$ cat src/rtl/prm_edge_mask_accum.sv
// prm_edge_mask_accum: collects per-edge obstacle masks from the checker array
// into a blocked-edge bitmap, then drains it as WORD_W-bit words with a count.
module prm_edge_mask_accum #(
  parameter int unsigned NUM_EDGES = 1024,
  parameter int unsigned WORD_W    = 32,
  parameter int unsigned VOX_W     = 15,
  localparam int unsigned NUM_WORDS = (NUM_EDGES + WORD_W - 1) / WORD_W,
  localparam int unsigned IDX_W     = (NUM_WORDS > 1) ? $clog2(NUM_WORDS) : 1,
  localparam int unsigned CNT_W     = $clog2(NUM_EDGES + 1)
) (
  input  logic                 clk,
  input  logic                 rst,
  input  logic                 vox_valid,
  output logic                 vox_ready,
  input  logic [VOX_W-1:0]     vox_code,
  input  logic                 vox_last,
  output logic [VOX_W-1:0]     chk_code,
  input  logic [NUM_EDGES-1:0] chk_mask,
  output logic                 out_valid,
  input  logic                 out_ready,
  output logic [WORD_W-1:0]    out_data,
  output logic [IDX_W-1:0]     out_idx,
  output logic                 out_last,
  output logic [CNT_W-1:0]     blocked_cnt,
  output logic                 busy
);

  localparam int unsigned PAD_W = NUM_WORDS * WORD_W;
  localparam logic [IDX_W-1:0] LAST_IDX = IDX_W'(NUM_WORDS - 1);

  typedef enum logic [1:0] {ACCUM, FLUSH, DRAIN} state_t;

  state_t               state, state_n;
  logic [NUM_EDGES-1:0] bitmap;
  logic [PAD_W-1:0]     bitmap_pad;
  logic                 pend;        // a voxel was accepted last cycle; its mask is on chk_mask now
  logic                 accept;
  logic                 hs;
  logic [CNT_W-1:0]     run_cnt;
  logic [CNT_W-1:0]     word_pc;

  // Next-state and handshake decode
  always_comb begin
    state_n   = state;
    vox_ready = 1'b0;
    out_valid = 1'b0;
    accept    = 1'b0;
    hs        = 1'b0;
    unique case (state)
      ACCUM: begin
        vox_ready = 1'b1;
        accept    = vox_valid;
        if (vox_valid && vox_last) state_n = FLUSH;
      end
      FLUSH: state_n = DRAIN;
      DRAIN: begin
        out_valid = 1'b1;
        hs        = out_ready;
        if (out_ready && out_last) state_n = ACCUM;
      end
      default: state_n = ACCUM;
    endcase
  end

  assign busy     = (state != ACCUM);
  assign out_last = (state == DRAIN) && (out_idx == LAST_IDX);

  // Zero-pad the bitmap to whole words so the last word reads 0 above NUM_EDGES
  always_comb begin
    bitmap_pad                  = '0;
    bitmap_pad[NUM_EDGES-1:0]   = bitmap;
    out_data = bitmap_pad[int'(out_idx) * WORD_W +: WORD_W];
  end

  // Population count of the word currently presented
  always_comb begin
    word_pc = '0;
    for (int unsigned i = 0; i < WORD_W; i++) begin
      word_pc = word_pc + CNT_W'(out_data[i]);
    end
  end

  // State, code pipeline, bitmap accumulation and drain bookkeeping
  always_ff @(posedge clk) begin
    if (rst) begin
      state       <= ACCUM;
      bitmap      <= '0;
      chk_code    <= '0;
      pend        <= 1'b0;
      out_idx     <= '0;
      run_cnt     <= '0;
      blocked_cnt <= '0;
    end else begin
      state <= state_n;
      pend  <= accept;
      if (accept) begin
        chk_code    <= vox_code;
        blocked_cnt <= '0;
      end
      if (hs) begin
        if (out_last) begin
          bitmap      <= '0;
          out_idx     <= '0;
          run_cnt     <= '0;
          blocked_cnt <= run_cnt + word_pc;
        end else begin
          out_idx <= out_idx + 1'b1;
          run_cnt <= run_cnt + word_pc;
        end
      end else if (pend) begin
        bitmap <= bitmap | chk_mask;
      end
    end
  end

endmodule

$ cat config.mk
export PLATFORM = sky130hd
export DESIGN_NAME = prm_edge_mask_accum
export DESIGN_NICKNAME = d
export VERILOG_FILES = /design/src/rtl/prm_edge_mask_accum.sv
export SDC_FILE = /design/constraint.sdc
export NUM_CORES = 2
export LEC_CHECK = 0
export BUFFER_PORTS_ARGS = -buffer_cell sky130_fd_sc_hd__buf_2
export CAP_MARGIN = 15
export CORE_AREA = 2 2 435 437
export CTS_BUF_LIST = sky130_fd_sc_hd__clkbuf_16
export DETAILED_ROUTE_END_ITERATION = 16
export DIE_AREA = 0 0 437 439
export HOLD_SLACK_MARGIN = 0.05
export PLACE_DENSITY = 0.44
export RECOVER_POWER = 25
export SYNTH_ARGS = -nofsm -noshare
export SYNTH_HDL_FRONTEND = slang
export SYNTH_SLANG_ARGS = --single-unit
$ cat constraint.sdc
create_clock -name clk -period 11.6 [get_ports clk]
set_input_delay 2.32 -clock clk [delete_from_list [all_inputs] [get_ports clk]]
set_output_delay 2.32 -clock clk [all_outputs]
set_load 0.02 [all_outputs]
## Word-level counts from Yosys, hierarchy flattened

Cells that the tools add are included.

- Eq/ne operators: 6
- Bitwise logic cells: 1
- $add $sub $neg: 33
- Mux-type cells: 15
- Shift operators: 1
- Reductions and logical operators: 8

Operators by type and width:

| operator | count |
|---|---|
| 2-to-1 mux 1024 bit | 3 |
| OR 1024 bit | 1 |
| indexed part select 1024 x 11 -> 32 bit | 1 |
| adder 11 x 1 -> 11 bit | 21 |
| 2-to-1 mux 11 bit | 4 |
| adder 10 x 1 -> 11 bit | 1 |
| adder 11 bit | 1 |
| adder 9 x 1 -> 10 bit | 1 |
| adder 8 x 1 -> 9 bit | 1 |
| adder 7 x 1 -> 8 bit | 1 |
| adder 6 x 1 -> 7 bit | 1 |
| adder 5 x 1 -> 6 bit | 1 |
| inequality test 2 bit, second input constant | 3 |
| one-hot mux 2 bit (3 select lines) | 1 |
| adder 4 x 1 -> 5 bit | 1 |
| adder 5 x 1 -> 5 bit, second input constant | 1 |
| == test 5 bit, second input constant | 1 |
| 2-to-1 mux 5 bit | 1 |
| adder 3 x 1 -> 4 bit | 1 |
| 2-to-1 mux 1 bit | 4 |
| 2-to-1 mux 2 bit | 2 |
| AND reduction 2 bit | 2 |
| nonzero test 2 bit | 2 |
| adder 2 x 1 -> 3 bit | 1 |
| other kinds (5) | 7 |

- Bits of input ports: 1,044
- Flip-flop bits (word level): 1,069
- Output and inout bits: 67
- Word-level logic and storage cells: 71

## Logic depth before layout (Yosys ltp)

- Depth after elaboration: 35
- Depth in mapped cells: 26
- Depth with buffers taken out: 21

## Worst setup path after synthesis

Ideal clock, no wire load.

- Path type: reg-to-reg
- Start point: register out_idx[1]
- End point: register run_cnt[8]
- Period minus slack after synthesis: 7.331 ns
- Setup slack: 4.269 ns
- Data required time: 11.484 ns
- Setup time: 0.116 ns
- Arrival time: 7.215 ns
- Path buffers: 4
- Cell stages (with the launch flop): 22
- Path through: dfxtp_1 -> buf_4 -> buf_6 -> buf_2 -> buf_2 -> mux4_2 -> a22oi_1 -> nand4_1 -> fa_1 -> inv_1 -> fa_1 -> fa_1 -> fa_1 -> fa_1 -> fa_1 -> fa_1 -> fa_1 -> nand2b_1 -> a211oi_1 -> o211ai_1 -> a211o_1 -> and3_1

- Elaborated cells on any way between the ends: 36
- Classes of those cells: add/sub (32); eq/ne (1); shift (1); mux (1); reduce/logical (1)

RTL lines:

| item | line | text |
|---|---|---|
| start: declaration | 22 | `output logic [IDX_W-1:0] out_idx,` |
| start signal: assignment | 107 | `out_idx <= out_idx + 1'b1;` |
| indexed part select 1024 x 11 -> 32 bit | 72 | `out_data = bitmap_pad[int'(out_idx) * WORD_W +: WORD_W];` |
| net out_data[23] | 21 | `output logic [WORD_W-1:0] out_data,` |
| adder 11 x 1 -> 11 bit (9 in a row) | 79 | `word_pc = word_pc + CNT_W'(out_data[i]);` |
| adder 11 bit | 108 | `run_cnt <= run_cnt + word_pc;` |
| 2-to-1 mux 11 bit | 101 | `if (out_last) begin` |
| end signal: assignment | 108 |  |
| end: declaration | 39 | `logic [CNT_W-1:0] run_cnt;` |

The timed path passes the listed nets, and every way through them passes these cells.
A chain may end at the register's enable or synchronous reset.

## Worst setup path in the final report

- Start point: register out_idx[1]
- End point: register run_cnt[8]

- Longest elaborated chain between the ends: 34
- Elaborated cells on any way between the ends: 36
- Classes of those cells: add/sub (32); eq/ne (1); shift (1); mux (1); reduce/logical (1)

RTL lines:

| item | line |
|---|---|
| indexed part select 1024 x 11 -> 32 bit | 72 |
| adder 1 x 1 -> 2 bit | 79 |
| adder 2 x 1 -> 3 bit | 79 |
| adder 3 x 1 -> 4 bit | 79 |
| adder 4 x 1 -> 5 bit | 79 |
| adder 5 x 1 -> 6 bit | 79 |
| adder 6 x 1 -> 7 bit | 79 |
| adder 7 x 1 -> 8 bit | 79 |
| adder 8 x 1 -> 9 bit | 79 |
| adder 9 x 1 -> 10 bit | 79 |
| adder 10 x 1 -> 11 bit | 79 |
| adder 11 x 1 -> 11 bit (21 in a row) | 79 |
| adder 11 bit | 108 |
| 2-to-1 mux 11 bit (*) | 101 |

Mark *: on every way between the ends. The rest lies on a longest branch, timed or not.

==> results.sh <==
export IMPL_drt_pre_antenna_iters=5
export IMPL_yosys_area_share_adder_pct=1.78
export IMPL_count_of_flip_flops_with_a_built_in_enable_after_synthesis=0
export IMPL_die_y_um=439
export IMPL_wl_per_cell_um=28.6
export IMPL_gp_congestion=0.886
export IMPL_syn_num_nets=5407
export IMPL_dominant_combinational_cell_family_by_area_after_synthesis="compound AO/OA/AOI/OAI gates"
export IMPL_antenna_left=0
export IMPL_clock_sink_count=1069
export IMPL_final_report_hold_violation_count=0
export IMPL_final_setup_tns_ns=0
export IMPL_pwr_density_cell_nw_per_um2=172
export IMPL_worst_slack_ns=2.30
export IMPL_global_route_overflow_total=0
export IMPL_number_of_synthesized_register_bits=1069
export IMPL_slew_headroom_pct=-194
export IMPL_outcome="complete, but fails checks"
export IMPL_finish_net_count=6356
export IMPL_critPathMaxStageDelay_ns=1.58
export IMPL_slew_violations=464
export IMPL_number_of_buffers_and_inverters_on_the_critical_path=3
export IMPL_synth_seq_area_share_pct=52.0
export IMPL_final_period_utilization_pct=80.2
export IMPL_drt_iter0_markers=2936
export IMPL_crit_path_frequent_cell="fa_1"
export IMPL_critical_path_startpoint_type="register"
export IMPL_max_freq_mhz=108
export IMPL_clk_pin_slew_ns=0.06
export IMPL_mostFrequentLayoutCells="1,078 x buf_2, 1,068 x dfxtp_1, 1,053 x a21oi_1, 1,044 x nor2_1, 188 x mux4_2"
export IMPL_worst_path_max_delay_cell="dfxtp_1"
export IMPL_row_count=159
export IMPL_post_drt_via_cell_ratio=4.71
export IMPL_critical_path_endpoint_category="register"
export IMPL_place_port_buffers=1110
export IMPL_synth_xor_area_share_pct=0.213
export IMPL_tritoncts="yes"
export IMPL_crit_family="adder cells"
export IMPL_initial_utilization_pct=22.0
export IMPL_vdd_ir_drop_max_mv=0.106
export IMPL_core_area_um2=187000
export IMPL_worst_pin_slew_ns=4.41
export IMPL_yosys_mux_area_fraction_pct=13.5
export IMPL_synth_cells=4320
export IMPL_post_dp_hpwl_um=178000
export IMPL_synth_top_area_share_pct=52.0
export IMPL_critPathArrivalTime_ns=9.98
export IMPL_critical_path_fanout_max=50
export IMPL_ys_flop_type="dfxtp_1"
export IMPL_synth_largest_area_cell="dfxtp_1"
export IMPL_cts_htree_levels=4
export IMPL_via_count=37500
export IMPL_grt_pass1_vias=35900
export IMPL_globalRouteTotalUtil_pct=22.8
export IMPL_final_common_cell="buf_2"
export IMPL_yosys_top_cells_area="dfxtp_1 52%, a21oi_1 13%, mux4_2 10%"
export IMPL_cts_hold_repair_buffers=0
export IMPL_finish_cell_count_without_fillers=7958
export IMPL_worst_ep_required_time_ns=12.28
export IMPL_post_cts_resize_count=0
export IMPL_final_hold_worst_slack_ns=0.456
export IMPL_finalClockSkew_ns=0.0413
export IMPL_maxCapViolCount=7
export IMPL_mappedNetlistArea_um2=41200
export IMPL_design_portCount=1111
export IMPL_violations="max-capacitance violations, max-slew violations"
export IMPL_synthDistinctLibCells=50
export IMPL_place_inst=7629
export IMPL_synth_compound_area_share_pct=16.1
export IMPL_worstHoldPathType="reg2reg"
export IMPL_final_min_clock_period_ns=9.30
export IMPL_drt_wl_total_um=227000
export IMPL_worstPathCellList="buf_4, buf_4, mux2i_1, a22oi_1, nand3_1, nand4_1, fa_1, inv_1, fa_1, fa_1, fa_1, fa_1, fa_1, fa_1, fa_1, nand2b_1, a211oi_1, o211ai_1, a211o_1, and3_1"
export IMPL_synthArstFlopShare_pct=0
export IMPL_total_leakage_power_nw=21.4
export IMPL_clock_insertion_delay_worst_skew_ns=0.82
export IMPL_grt_first_pass_wirelength_um=302000
export IMPL_timing_setup_critical_path_class="reg2reg"
export IMPL_area_growth_syn_to_layout_pct=29.4
export IMPL_pre_cts_slack_ns=3.19
export IMPL_total_of_warnings_raised_by_yosys=0
export IMPL_grt_antenna_before_repair=236
export IMPL_setup_violations_final=0
export IMPL_drcViolationCount=0
export IMPL_grt_start_max_net_pins=254
export IMPL_clk_root_buffer_cell="clkbuf_16"
export IMPL_setup_repair_after_global_routing_missed_its_margin="false"
export IMPL_cts_buffers=133
export IMPL_die_width_um=437
export IMPL_synth_simple_gate_area_share_pct=12.5
export IMPL_drive_gt1_share_pct=28.0
export IMPL_design_die_area_um2=192000
export IMPL_post_cts_repair_setup_buffers=0
export IMPL_synth_area_per_cell_um2=9.53
export IMPL_clk_path_buf_depth=3
export IMPL_num_fill_cells=20200
cell usage after synthesis, types with 2 or more instances:
cell,instances
dfxtp_1,1069
a21oi_1,1053
nor2_1,1048
clkbuf_1,200
mux4_2,188
a22oi_1,136
mux2i_1,126
buf_2,105
nand2_1,72
and3_1,37
inv_1,29
nand3_1,27
fa_1,26
and2_1,19
ha_1,17
buf_4,16
nand4_1,16
nor4_1,15
o21ai_0,14
or4_1,14
buf_1,11
nor2b_1,11
mux2_2,7
nor3_1,6
xor2_1,6
a211oi_1,4
a22o_1,4
buf_6,4
xnor2_1,4
a2111oi_0,3
a221oi_1,3
a31oi_1,3
nand2b_1,3
o22ai_1,3
nand3b_1,2
nand4b_1,2
o2111ai_1,2
o211ai_1,2
o21bai_1,2
per-stage QoR:
step           utilization (%)  total power [W]  area, um2
4_1_cts                   28.4          0.00931      53100
6_report                  28.5          0.00919      53300
3_3_place_gp              26.1          0.00514      48900
2_1_floorplan                -          0.00464      41200
3_5_place_dp              26.1          0.00514      48900
5_1_grt                   28.4          0.00958      53200
where the power goes:
group | internal (W) | total (W) | leakage, nW | switching (W)
registers | 0.00387 | 0.00401 | 8.74 | 0.000133
logic | 0.000441 | 0.00106 | 10.4 | 0.000616
clock network | 0.00235 | 0.00412 | 2.23 | 0.00177
total | 0.00667 | 0.00919 | 21.4 | 0.00252
worst register-to-register path, cell delays in order, from the launching register on:
cell      delay (ns)
dfxtp_1         1.58
buf_4           0.98
buf_4           0.66
mux2i_1         0.28
a22oi_1         0.10
nand3_1         0.32
nand4_1         0.22
fa_1            0.57
inv_1           0.05
fa_1            0.47
fa_1            0.54
fa_1            0.43
fa_1            0.53
fa_1            0.44
fa_1            0.43
fa_1            0.48
nand2b_1        0.21
a211oi_1        0.33
o211ai_1        0.12
a211o_1         0.30
and3_1          0.16
flip-flops by register name, indices dropped and copies added, names as in the netlist:
register and cells:
bitmap 1024, chk_code 15, blocked_cnt 11, run_cnt 11, out_idx 5, state 2
pend 1
kinds of logic (layout without fill, tap and decap cells):
logic type / after synthesis / after routing
flip-flops: 1069 / 1069
multiplexers: 321 / 321
other: 0 / 83
AND/OR/NAND/NOR: 1276 / 1276
adder cells (fa/ha/maj): 43 / 43
AO/OA/AOI/OAI: 1236 / 1236
buffers and inverters: 365 / 1425
XOR/XNOR: 10 / 10
path summary, 6_finish.rpt:
kind | start | slack (ns) | cells past startpoint | end
setup / recovery | out_idx[1]$_SDFFE_PP0P_ | 2.30 | 20 | run_cnt[8]$_SDFFE_PP0P_
hold / removal | blocked_cnt[5]$_SDFF_PP0_ | 0.46 | 2 | blocked_cnt[5]$_SDFF_PP0_
setup reg to reg | out_idx[1]$_SDFFE_PP0P_ | 2.30 | 20 | run_cnt[8]$_SDFFE_PP0P_
hold reg to reg | blocked_cnt[5]$_SDFF_PP0_ | 0.46 | 2 | blocked_cnt[5]$_SDFF_PP0_
layer usage:
metal	GRT usage (%)	wire [um]	vias up	share of wire (%)
li1	-	-	17200	-
met3	6.55	16300	583	7.2
met1	26.2	87400	18100	38
met5	0	790	-	0.35
met2	39.3	112000	1476	49
met4	9.71	10900	122	4.8
final cells by class:
| class | count | area, um2 | area share [%] |
|---|---|---|---|
| antenna | 83 | 208 | 0.390 |
| clock buffer | 135 | 3380 | 6.34 |
| clock inverter | 111 | 892 | 1.67 |
| inverter | 29 | 109 | 0.204 |
| multi-input combinational | 2886 | 18300 | 34.3 |
| sequential | 1069 | 21400 | 40.2 |
| tap | 2495 | 3120 | 5.86 |
| timing repair buffer | 1150 | 5900 | 11.1 |
(Power assumes the default switching activity.)
